File: src/rtl/mem_io_bridge.sv
// Data-side bridge between the core memory port and data_ram, with a local IO block
// (interval timer, status, GPIO) decoded in a 64 KB window. Both paths return data one cycle after cpu_ren.
module mem_io_bridge #(
  parameter logic [31:0] IO_BASE = 32'hFFFF_0000,
  parameter int          RAM_AW  = 32,
  parameter int          TIMER_W = 32
) (
  input  logic              clk,
  input  logic              rst,
  input  logic              cpu_ren,
  input  logic              cpu_wen,
  input  logic [31:0]       cpu_addr,
  input  logic [31:0]       cpu_wdata,
  output logic [31:0]       cpu_rdata,
  output logic              ram_we,
  output logic [RAM_AW-1:0] ram_addr,
  output logic [31:0]       ram_din,
  input  logic [31:0]       ram_dout,
  output logic [31:0]       gpio_out,
  output logic              irq
);

  typedef enum logic [13:0] {
    REG_CTRL   = 14'd0,
    REG_LOAD   = 14'd1,
    REG_COUNT  = 14'd2,
    REG_STATUS = 14'd3,
    REG_GPIO   = 14'd4
  } reg_e;

  logic               io_sel;
  logic [31:0]        word_addr;
  logic [13:0]        word_off;
  logic               io_rd, io_wr;
  logic               wr_ctrl, wr_load, wr_status, wr_gpio;
  logic               expire;
  logic [31:0]        rd_val;

  logic               ctrl_en, ctrl_ar, ctrl_ie;
  logic               pending;
  logic [TIMER_W-1:0] load_q, count_q;
  logic [31:0]        gpio_q;
  logic [31:0]        io_rdata;
  logic               sel_q, ram_q;

  assign io_sel    = (cpu_addr[31:16] == IO_BASE[31:16]);
  assign word_addr = {2'b00, cpu_addr[31:2]};
  assign word_off  = cpu_addr[15:2];

  assign ram_addr  = word_addr[RAM_AW-1:0];
  assign ram_din   = cpu_wdata;
  assign ram_we    = cpu_wen & ~io_sel & ~rst;

  assign io_rd     = cpu_ren & io_sel;
  assign io_wr     = cpu_wen & io_sel;
  assign wr_ctrl   = io_wr && (word_off == REG_CTRL);
  assign wr_load   = io_wr && (word_off == REG_LOAD);
  assign wr_status = io_wr && (word_off == REG_STATUS);
  assign wr_gpio   = io_wr && (word_off == REG_GPIO);

  assign expire    = ctrl_en && (count_q == '0);

  // NOTE: every output of an always_comb gets a default first, so no path leaves it unassigned (no latch).
  always_comb begin
    rd_val = '0;
    case (word_off)
      REG_CTRL:   rd_val = {29'b0, ctrl_ie, ctrl_ar, ctrl_en};
      REG_LOAD:   rd_val = 32'(load_q);
      REG_COUNT:  rd_val = 32'(count_q);
      REG_STATUS: rd_val = {31'b0, pending};
      REG_GPIO:   rd_val = gpio_q;
      default:    rd_val = '0;
    endcase
  end

  // NOTE: sequential state uses non-blocking assignments so every register samples pre-edge values.
  always_ff @(posedge clk) begin
    // NOTE: reset is synchronous and clears every register; there is no memory array to leave unreset.
    if (rst) begin
      ctrl_en  <= 1'b0;
      ctrl_ar  <= 1'b0;
      ctrl_ie  <= 1'b0;
      pending  <= 1'b0;
      load_q   <= '0;
      count_q  <= '0;
      gpio_q   <= '0;
      io_rdata <= '0;
      sel_q    <= 1'b0;
      ram_q    <= 1'b0;
    end else begin
      sel_q <= io_rd;
      ram_q <= cpu_ren & ~io_sel;
      if (io_rd) io_rdata <= rd_val;

      // A CTRL write overrides the one-shot auto-disable on expiry.
      if (wr_ctrl) begin
        ctrl_en <= cpu_wdata[0];
        ctrl_ar <= cpu_wdata[1];
        ctrl_ie <= cpu_wdata[2];
      end else if (expire && !ctrl_ar) begin
        ctrl_en <= 1'b0;
      end

      if (wr_load) load_q <= cpu_wdata[TIMER_W-1:0];

      if (wr_load)                 count_q <= cpu_wdata[TIMER_W-1:0];
      else if (expire && ctrl_ar)  count_q <= load_q;
      else if (ctrl_en && !expire) count_q <= count_q - TIMER_W'(1);

      // Expiry beats a simultaneous W1C so no interrupt is lost.
      if (expire)                          pending <= 1'b1;
      else if (wr_status && cpu_wdata[0])  pending <= 1'b0;

      if (wr_gpio) gpio_q <= cpu_wdata;
    end
  end

  assign gpio_out  = gpio_q;
  assign irq       = pending & ctrl_ie;
  assign cpu_rdata = sel_q ? io_rdata : (ram_q ? ram_dout : 32'h0);

endmodule

File: config.mk
export PLATFORM = sky130hd
export DESIGN_NAME = mem_io_bridge
export DESIGN_NICKNAME = d
export VERILOG_FILES = /design/src/rtl/mem_io_bridge.sv
export SDC_FILE = /design/constraint.sdc
export NUM_CORES = 1
export LEC_CHECK = 0
export BUFFER_PORTS_ARGS = -buffer_cell sky130_fd_sc_hd__buf_2
export CELL_PAD_IN_SITES_DETAIL_PLACEMENT = 1
export CELL_PAD_IN_SITES_GLOBAL_PLACEMENT = 2
export CORE_AREA = 2 2 157 159
export DETAILED_ROUTE_END_ITERATION = 7
export DIE_AREA = 0 0 159 161
export PLACE_DENSITY_LB_ADDON = 0.1
export SLEW_MARGIN = 25
export SYNTH_ARGS = -nofsm -noshare
export SYNTH_HDL_FRONTEND = slang
export SYNTH_SLANG_ARGS = --single-unit
File: constraint.sdc
create_clock -name clk -period 4.35 [get_ports clk]
set_clock_uncertainty 0.2 [all_clocks]
set_input_delay 0.87 -clock clk [delete_from_list [all_inputs] [get_ports clk]]
set_output_delay 0.87 -clock clk [all_outputs]
set_load 0.02 [all_outputs]
Yosys cells after proc, flatten, opt, wreduce, memory -nomap -nowiden. Index checks and enable logic that the tools add are counted.

Register bits after elaboration: 134. Logic and storage cells: 50. RAM bits: 0. Memory bits (read-only): 0. Memories kept: 0. Bits of input ports: 100. Bits in latches: 0.

Multiply operators: 0. Shift operators: 0. Div/mod/pow operators: 0. Mux-type cells: 10. Reductions and logical operators: 16. Equal/unequal tests: 5. $add $sub $neg: 1. Bitwise logic cells: 8. Magnitude comparators: 0.

Operators with widths (count): 2-to-1 mux 32 bit (5); case mux 32 bit (5 select lines) (1); zero test 32 bit (1); subtractor 32 x 1 -> 32 bit, second input constant (1); == test 14 x 2 -> 1 bit, second input constant (2); == test 16 bit, second input constant (1); == test 14 x 1 -> 1 bit, second input constant (1); == test 14 x 3 -> 1 bit, second input constant (1); zero test 14 bit (1); logical AND 1 bit (9); bitwise AND 1 bit (6); 2-to-1 mux 1 bit (4); nonzero test 2 bit (2); nonzero test 3 bit (1); zero test 1 bit (2); inverter 1 bit (2).

Logic depth before layout (Yosys ltp). Gate-level depths: netlist of run 1.

Word-level depth: 7. Depth in mapped cells: 10.

Worst setup path after synthesis of run 1. OpenSTA, ideal clock, no wires.

Path type: input to register. From: input port cpu_addr[9]. To: register count_q[15]. Buffers on the path: 2. Library setup time: 0.122 ns. Stages: 8. Path slack: 1.171 ns. Arrival: 2.857 ns. Cells stage by stage: or4_1 or4_4 or3_1 buf_2 buf_6 o21a_1 o21ai_0 a21oi_1.

Word-level cells in the longest chain between the ends: 3. Elaborated cells between the ends (all ways): 4. Classes of those cells: eq/ne (1); mux (1); reduce/logical (2).

Ends and longest elaborated chain: start, declared (line 12) `input logic [31:0] cpu_addr,`; == test 14 x 1 -> 1 bit (*) (line 57) `assign wr_load = io_wr && (word_off == REG_LOAD);`; logical AND 1 bit (*) (line 57); nonzero test 3 bit (no source line) or 2-to-1 mux 32 bit (tied branches); end signal, assigned (line 106) `if (wr_load) count_q <= cpu_wdata[TIMER_W-1:0];`; end signal, assigned (line 107) `else if (expire && ctrl_ar) count_q <= load_q;`; end signal, assigned (line 108) `else if (ctrl_en && !expire) count_q <= count_q - TIMER_W'(1);`; end, declared (line 41) `logic [TIMER_W-1:0] load_q, count_q;`.

Mark *: on every way between the ends. The rest lies on a longest branch, timed or not. A chain may end at the register's enable or synchronous reset.

Worst setup path in the final report of run 1.
From: input port cpu_addr[9]. To: register count_q[9].

Same word-level chain as after synthesis.

==> results.cfg, run 1 <==
[cts]
cts_hold_buf = 0
cts_resized = 0
cts_tree = done
cts-htree-levels = 4
cts_setup_buffers = 0
clk_pin_slew_ps = 60
numCtsBuffers = 17
clk_latency_ps = 440
cts_sinks = 134
clockBufferDepth = 2
cts-root-buf = clkbuf_16

[setup_path]
slowest_delay_ps = 750
rr_worst_depth = 9
critPathSlowestCell = or3_2
critPathArrivalTime_ps = 3650
cp.required_ps = 4500
timing.rr.start = count_q[0]$_SDFFE_PP0P_
r2r_slack_ps = 1200
critPathCapture = count_q[9]$_SDFFE_PP0P_
end_kind = flip-flop
crit_chain = buf_2 > or4_1 > or4_4 > or3_2 > buf_4 > nand2_2 > o221ai_2 > a211oi_2
cp-startpoint = cpu_addr[9]
crit_path_start_kind = input port
worstSetupPathType = input port to flip-flop
timing.rr.end = count_q[29]$_SDFFE_PP0P_
cp_max_fo = 28

[finish]
antenna_cells = 0
area_growth_pct = 23.41
layout_common_cells = buf_2, nand2_1, dfxtp_1
final_common_cell = buf_2
num-nets-final = 1173
final_layout_size_suffix_gt1_frac = 0.2922
fin_area_um2 = 8990
final_util = 0.3752

[grt]
antenna_found_initial = 0
grt_pass1_wl_um = 44030
grt-ovfl-total = 0
grt_max_degree = 52
grt_pass1_vias = 7623
grt_usage = 0.2175

[synthesis]
synth_top_family_by_area = compound AO/OA/AOI/OAI gates
postSynthAreaPerCell_um2 = 7.841
synth-simple-area-share = 0.2276
synth-main-ff-cell = dfxtp_1
synth_area_leaders = dfxtp_1, nand2_1, buf_4
ys_ff_latch = 134
syn_area_um2 = 7284
ys_seq_area_frac = 0.3683
synth_warnings = 0
yosys.area_share.xor_xnor = 0.008416
synth_mux_area_frac = 0.01546
synth_compound_area_frac = 0.2638
netlist.area_leader.share = 0.3683
synth_edf_count = 0
synth_fa_ha_area_frac = 0.001718
synthCells = 929
synth.largest_area_cell = dfxtp_1
synth_cell_types = 74
synth_async_sr_flop_share = 0

[sta]
totalNegativeSetupSlack_ps = 0
fin_crit_sh = 0.8030
fin_crit_ps = 3493
final_max_slew_viol_count = 0
max_clock_freq_ghz = 0.2863
hold_viol = 0
relSlewSlack = 0.4841
worst_pin_slew_ps = 766.7
setup_violations = 0
rsz0062_at_grt = false
timing.hold.ws_ps = 254.5

[floorplan]
die_area_um2 = 25600
die_h_um = 161
boundaryPins = 230
rows = 57
start_util = 0.3040
die_x_um = 159
design.core.area_um2 = 23960

[power_and_ir_drop]
swShare = 0.2403
p_leak_nw = 3.670
power_density_nw_per_um2 = 340.8
seqPwrFrac = 0.401
ir_drop_uv = 205.4
combPwrFrac = 0.072
power_frac_clock = 0.527
switchingPower_mw = 0.7362
p_total_mw = 3.064
p_int_mw = 2.327

[route]
vias = 7617
first_pass_iters = 7
drt_iter0_drc = 438
avgRoutedWirePerCell_um = 19.92
met1_length_um = 12770
route.met3.wl_um = 1258
viasPerCell = 5.406
routed_wirelength_um = 28070
highest-signal-layer = met4
ant_nets = 0
wl_met2_um = 13830
drc_errors = 0

[placement]
portBuffers = 225
dp_hpwl_um = 19920
place.gp.congestion = 0.8563
placed_cell_area_um2 = 8339

[flow_run]
cap_violations = 0

[hold_path]
hold_path_class = flip-flop to flip-flop

[run_status]
outcome = completed
[routing by layer]
layer	up-vias	track usage
met5	-	0
met1	3768	0.2846
li1	3622	-
met4	0	0.04174
met2	210	0.3785
met3	17	0.03903
[final cells by class]
type	count	area, µm²
Clock buffer	22	484.2
Fill cell	2977	14970
Sequential cell	134	2683
Multi-Input combinational cell	647	3810
Inverter	14	52.55
Timing Repair Buffer	258	1389
Clock inverter	10	166.4
Tap cell	324	405.4
[cell families (layout without fill, tap and decap cells)]
kind of cell / Yosys count / in the layout
AO/OA/AOI/OAI: 277 / 277
AND/OR/NAND/NOR: 350 / 350
buffers and inverters: 149 / 304
XOR/XNOR: 7 / 7
multiplexers: 10 / 10
other: 1 / 2
adder cells (fa/ha/maj): 1 / 1
flip-flops: 134 / 134
[sequential cells by signal (all words and copies together), names as in the netlist]
signal	cells
io_rdata	32
ctrl_ie	1
ctrl_en	1
load_q	32
sel_q	1
ram_q	1
count_q	32
gpio_out	32
ctrl_ar	1
pending	1
[stage by stage]
step	cells	setup slack, ps
after global routing	1409	798.5
after floorplan	930	1171
after CTS	1409	860.6
final	1409	857.1
after detailed placement	1377	404.8
after global placement	1377	450.5
[power by group through the flow]
stage | clock, mW | sequential (mW) | combinational, mW
CTS | 1.65 | 1.23 | 0.224
finish | 1.62 | 1.23 | 0.220
detailed placement | 0 | 1.26 | 0.223
floorplan | 0 | 1.25 | 0.146
global placement | 0 | 1.26 | 0.221
global route | 1.70 | 1.23 | 0.237
[worst max-delay path: cells and delay by family]
family	cells	cell delay (ps)
simple gates	4	2030
buf+inv	2	430
compound gates	2	310
[synthesized netlist by cell type (all sizes together) (3+ instances only)]
library cell  number
a2111oi            4
o22ai              7
o21ai             52
nand2            189
a221oi             3
nor4b              3
a222oi            29
nor2b              6
nand4             12
clkbuf            54
o41ai              3
mux2i              9
and2               3
o211a              5
nand2b             3
dfxtp            134
or3                6
nor4              17
inv               14
and3               7
a22o              32
nor2              44
xor2               3
a21oi             87
nand3             16
a31oi              3
o211ai            12
o31ai              3
nor3              22
a211oi            14
o21a               5
buf               81
or4                8
xnor2              4
[worst min-delay path by stage]
stage / from / to / slack (ps) / cells after the start
floorplan: io_rdata[30]$_SDFFE_PP0P_ / io_rdata[30]$_SDFFE_PP0P_ / 220 / 2
global placement: io_rdata[19]$_SDFFE_PP0P_ / io_rdata[19]$_SDFFE_PP0P_ / 240 / 2
detailed placement: io_rdata[20]$_SDFFE_PP0P_ / io_rdata[20]$_SDFFE_PP0P_ / 250 / 2
CTS: io_rdata[20]$_SDFFE_PP0P_ / io_rdata[20]$_SDFFE_PP0P_ / 260 / 2
global route: io_rdata[19]$_SDFFE_PP0P_ / io_rdata[19]$_SDFFE_PP0P_ / 290 / 2
finish: io_rdata[20]$_SDFFE_PP0P_ / io_rdata[20]$_SDFFE_PP0P_ / 250 / 2
Note: power is estimated with default switching activity, not from simulation.
==> run 2: changes to the inputs <==
ABC_AREA = 1   (was unset)
CORE_AREA = 2 2 186 188   (was 2 2 157 159)
DIE_AREA = 0 0 188 190   (was 0 0 159 161)
clock period = 3.17 ns   (was 4.35 ns; I/O delays follow)
==> run 2 against run 1 <==
Effect of this change: critical path depth fell by 4; utilization fell by 7.6 points; global-route usage fell by 1.6 points; synthesized cell count rose by 43%; non-clock buffer count rose by 10; critical endpoint is now cpu_rdata[2]; final cell count rose by 39%; largest power group unchanged; critical path type is now flip-flop to primary output; register-to-register slack got worse by 520 ps; first-iteration DRC count fell by 0.68%; worst hold slack improved by 3.8 ps.
==> results.cfg, run 2 <==
[run_status]
outcome = completed

[finish]
final_common_cell = nand2_1
instances_no_fill = 1956
final_layout_size_suffix_gt1_frac = 0.2225
fillCellCount = 4444
layout_common_cells = nand2_1, buf_2, inv_1
antenna_cells = 0
num-nets-final = 1590
final_util = 0.2989
seq_area_um2 = 2683
multiInputGateArea_um2 = 4225
area_growth_pct = 22.36

[setup_path]
worstSetupPathType = flip-flop to primary output
end_kind = primary output
cp_max_fo = 22
crit_path_start_kind = flip-flop
critPathArrivalTime_ps = 1900
cp.required_ps = 2340

[floorplan]
start_util = 0.2443
boundaryPins = 230
rows = 68
die_area_um2 = 35720
die_h_um = 190
design.core.area_um2 = 33950
die_x_um = 188

[grt]
grt_pass1_wl_um = 54780
grt_pass1_vias = 8739
grt_max_degree = 70
grt_usage = 0.2017
grt-ovfl-total = 0
antenna_found_initial = 0

[flow_run]
cap_violations = 0

[synthesis]
synth_cell_types = 38
synth-simple-area-share = 0.3347
synth_edf_count = 0
ys_seq_area_frac = 0.3235
synth.largest_area_cell = dfxtp_1
synth_warnings = 0
netlist.area_leader.share = 0.3235
synth_mux_area_frac = 0
synth_async_sr_flop_share = 0
postSynthAreaPerCell_um2 = 6.220
synth_compound_area_frac = 0.1515
ys_ff_latch = 134
synth-main-ff-cell = dfxtp_1
synth_fa_ha_area_frac = 0.001509
synth_top_family_by_area = simple AND/OR/NAND/NOR gates
yosys.area_share.xor_xnor = 0.02007
synth.most_common_cell = nand2_1
syn_area_um2 = 8292
synthCells = 1333
synth_area_leaders = dfxtp_1, nand2_1, inv_1
synthTopCellsByCount = nand2_1, inv_1, dfxtp_1

[sta]
worst_pin_slew_ps = 923.9
hold_viol = 0
max_clock_freq_ghz = 0.3662
fin_crit_ps = 2730
relSlewSlack = 0.3841
final_max_slew_viol_count = 0
setup_violations = 0
rsz0062_at_grt = false
totalNegativeSetupSlack_ps = 0
fin_crit_sh = 0.8613
worst_slack_ps = 439.6

[power_and_ir_drop]
ir_drop_uv = 358.2
power_density_nw_per_um2 = 397.9
p_total_mw = 4.037
p_leak_nw = 5.125

[placement]
dp_cells = 1925
place.gp.congestion = 0.7636
pre_cts_ws_ps = 315.1
portBuffers = 225
dp_hpwl_um = 27570

[route]
vias = 8879
first_pass_iters = 5
drc_errors = 0
avgRoutedWirePerCell_um = 18.42
viasPerCell = 4.539
routed_wirelength_um = 36020
drt_iter0_drc = 435
ant_nets = 0

[cts]
clockBufferDepth = 2
cts_sinks = 134
clk_latency_ps = 440
clk_pin_slew_ps = 60
cts_tree = done
cts_setup_buffers = 0
cts_hold_buf = 0
numCtsBuffers = 17
cts-htree-levels = 4
cts_resized = 0
cts-root-buf = clkbuf_16

[hold_path]
hold_path_class = input port to flip-flop
==> run 2: cell types whose count changed after synthesis, moves of 28 or more <==
cell,previous run,this run
o21ai_1,1,51
inv_1,14,141
nor2_1,43,120
o21ai_0,51,79
a222oi_1,29,0
nand2_1,188,381
a22o_1,32,0
nand3_1,16,97
==> run 2: power by group <==
group          leakage (nW)  internal (mW)  switching [mW]
logic                  3.78          0.105           0.207
registers              1.08           1.68         0.00446
clock network         0.270           1.16           0.872
total                  5.13           2.95            1.08
==> run 2: cell type report <==
cell class              count  area share
clock buffers              18     0.04230
flip-flops and latches    134      0.2644
multi-input cells         917      0.4164
repair buffers            268      0.1502
clock inverters            13     0.01455
well taps                 455     0.05611
inverters                 151     0.05599
==> run 2: per-stage QoR <==
| stage | area [µm²] | hold WS [ps] |
|---|---|---|
| 6_report | 10150 | 258.3 |
| 3_5_place_dp | 9569 | 259.9 |
| 2_1_floorplan | 8295 | 244.5 |
| 5_1_grt | 10150 | 255.6 |
| 3_3_place_gp | 9569 | 255.8 |
| 4_1_cts | 10150 | 240.5 |
==> run 2: cell families after synthesis <==
kind of cell | count (synthesis)
XOR/XNOR | 19
other | 1
adder cells (fa/ha/maj) | 1
flip-flops | 134
AO/OA/AOI/OAI | 244
AND/OR/NAND/NOR | 651
buffers and inverters | 283
==> run 2: final timing paths <==
kind | from | to | slack (ps) | cells past startpoint
max reg2reg | count_q[1]$_SDFFE_PP0P_ | count_q[9]$_SDFFE_PP0P_ | 680 | 15
max | ram_q$_SDFF_PP0_ | cpu_rdata[2] | 440 | 4
min | cpu_ren | ram_q$_SDFF_PP0_ | 260 | 3
min reg2reg | io_rdata[2]$_SDFFE_PP0P_ | io_rdata[2]$_SDFFE_PP0P_ | 270 | 2
==> run 2: per-layer routing <==
layer / vias up / global-route usage / routed length [µm]
li1: 4485 / - / -
met1: 4210 / 0.2923 / 18370
met2: 172 / 0.3209 / 16110
met3: 12 / 0.02767 / 1329
met4: 0 / 0.03452 / 210
met5: - / 0 / 0
==> run 2: critical path: stages, from the launching register on <==
cell and delay, ps:
dfxtp_1 840, buf_4 270, nand3_1 80, nand2_1 100
buf_2 170
==> run 3: changes to the inputs <==
CORE_AREA = 2 2 157 221   (was 2 2 186 188)
DIE_AREA = 0 0 159 223   (was 0 0 188 190)
==> run 3 against run 2 <==
Effect of this change: die area fell by 0.74%; utilization up 0.33 points; non-clock buffer count shrank 2; critical path depth is 7 higher; global-route usage shrank 0.58 points; register-to-register slack got worse by 30 ps; sequential share of layout area about the same; count of clock-buffer cells in the layout shrank 1.
==> results.cfg, run 3 (synthesized netlist as in run 2, its figures left out) <==
[cts]
cts_hold_buf = 0
cts-root-buf = clkbuf_16
cts_tree = done
clk_latency_ps = 450
cts_sinks = 134
cts_resized = 0
clockBufferDepth = 2
cts_setup_buffers = 0
numCtsBuffers = 17
clk_pin_slew_ps = 70
cts-htree-levels = 4

[run_status]
outcome = completed

[floorplan]
die_area_um2 = 35460
rows = 80
die_h_um = 223
design.core.area_um2 = 33630
boundaryPins = 230
start_util = 0.2465
die_x_um = 159

[sta]
totalNegativeSetupSlack_ps = 0
worst_pin_slew_ps = 706.2
fin_crit_sh = 0.7944
setup_violations = 0
max_clock_freq_ghz = 0.3971
final_max_slew_viol_count = 0
fin_crit_ps = 2518
timing.hold.ws_ps = 266.8
hold_viol = 0
relSlewSlack = 0.5292
rsz0062_at_grt = false

[setup_path]
crit_chain = nor2_1 > nand2_1 > nor2_2 > nand2_2 > o21ai_4 > nand3_4 > buf_4 > o21ai_1 > inv_1 > nand2_1 > inv_1
worstSetupPathType = flip-flop to flip-flop
timing.rr.start = count_q[25]$_SDFFE_PP0P_
cp_max_fo = 16
critPathSlowestCell = dfxtp_1
crit_path_start_kind = flip-flop
cp.required_ps = 3300
r2r_slack_ps = 650
critPathArrivalTime_ps = 2650
end_kind = flip-flop
slowest_delay_ps = 370
cp-startpoint = count_q[25]$_SDFFE_PP0P_

[finish]
num-nets-final = 1588
final_layout_size_suffix_gt1_frac = 0.2227
area_growth_pct = 22.57
antenna_cells = 0
layout_common_cells = nand2_1, buf_2, inv_1
fin_area_um2 = 10160
final_common_cell = nand2_1

[power_and_ir_drop]
power_density_nw_per_um2 = 414.4
power_frac_clock = 0.526
combPwrFrac = 0.075
swShare = 0.2585
p_leak_nw = 5.139
p_int_mw = 3.123
switchingPower_mw = 1.088
seqPwrFrac = 0.400
ir_drop_uv = 262.4
p_total_mw = 4.211

[placement]
place.gp.congestion = 0.8226
dp_hpwl_um = 26980
placed_cell_area_um2 = 9524
portBuffers = 225

[route]
vias = 8812
drc_errors = 0
drt_iter0_drc = 424
first_pass_iters = 5
avgRoutedWirePerCell_um = 17.81
routed_wirelength_um = 34760
viasPerCell = 4.517
ant_nets = 0

[grt]
grt_max_degree = 57
grt_pass1_wl_um = 53250
grt_usage = 0.1959
antenna_found_initial = 0
grt_pass1_vias = 8995
grt-ovfl-total = 0

[hold_path]
hold_start = io_rdata[23]$_SDFFE_PP0P_
hold_path_class = flip-flop to flip-flop

[flow_run]
cap_violations = 0
-- run 3: routing by layer --
layer	vias to the layer above	routed length, µm	global-route usage	share of wire
met5	-	0	0	0
met4	0	637	0.06100	0.018
met3	28	1133	0.03067	0.033
met2	179	16220	0.3271	0.47
met1	4118	16770	0.2594	0.48
li1	4487	-	-	-
-- run 3: path summary, 6_finish.rpt --
| path | endpoint | cells past startpoint |
|---|---|---|
| setup reg to reg | count_q[9]$_SDFFE_PP0P_ | 11 |
| hold reg to reg | io_rdata[23]$_SDFFE_PP0P_ | 2 |
| setup / recovery | count_q[9]$_SDFFE_PP0P_ | 11 |
| hold / removal | io_rdata[23]$_SDFFE_PP0P_ | 2 |
-- run 3: area by class of cell --
type                            count  area, µm²
Clock inverter                     15      214.0
Tap cell                          451      564.3
Timing Repair Buffer              266       1484
Clock buffer                       17      425.4
Fill cell                        4454      23470
Inverter                          151      568.0
Multi-Input combinational cell    917       4225
Sequential cell                   134       2683
-- run 3: per-stage QoR --
stage                     setup WS [ps]  cells    util
after floorplan                   844.0   1334       -
after global placement            333.6   1919  0.2832
after detailed placement          338.5   1919  0.2832
after CTS                         632.0   1951  0.3022
after global routing              447.9   1951  0.3022
final                             651.9   1951  0.3022
-- run 3: power by group through the flow --
stage | logic [mW] | registers (mW) | clock network (mW)
5_1_grt | 0.340 | 1.68 | 2.34
3_3_place_gp | 0.318 | 1.72 | 0
4_1_cts | 0.319 | 1.68 | 2.28
3_5_place_dp | 0.318 | 1.72 | 0
2_1_floorplan | 0.205 | 1.72 | 0
6_report | 0.314 | 1.68 | 2.21
-- run 3: critical path: cells and delay by family (launching register included) --
family	cells	cell delay, ps
AOI/OAI and AO/OA	2	370
buffers and inverters	3	360
DFF	1	370
and+or+nand+nor	6	1100
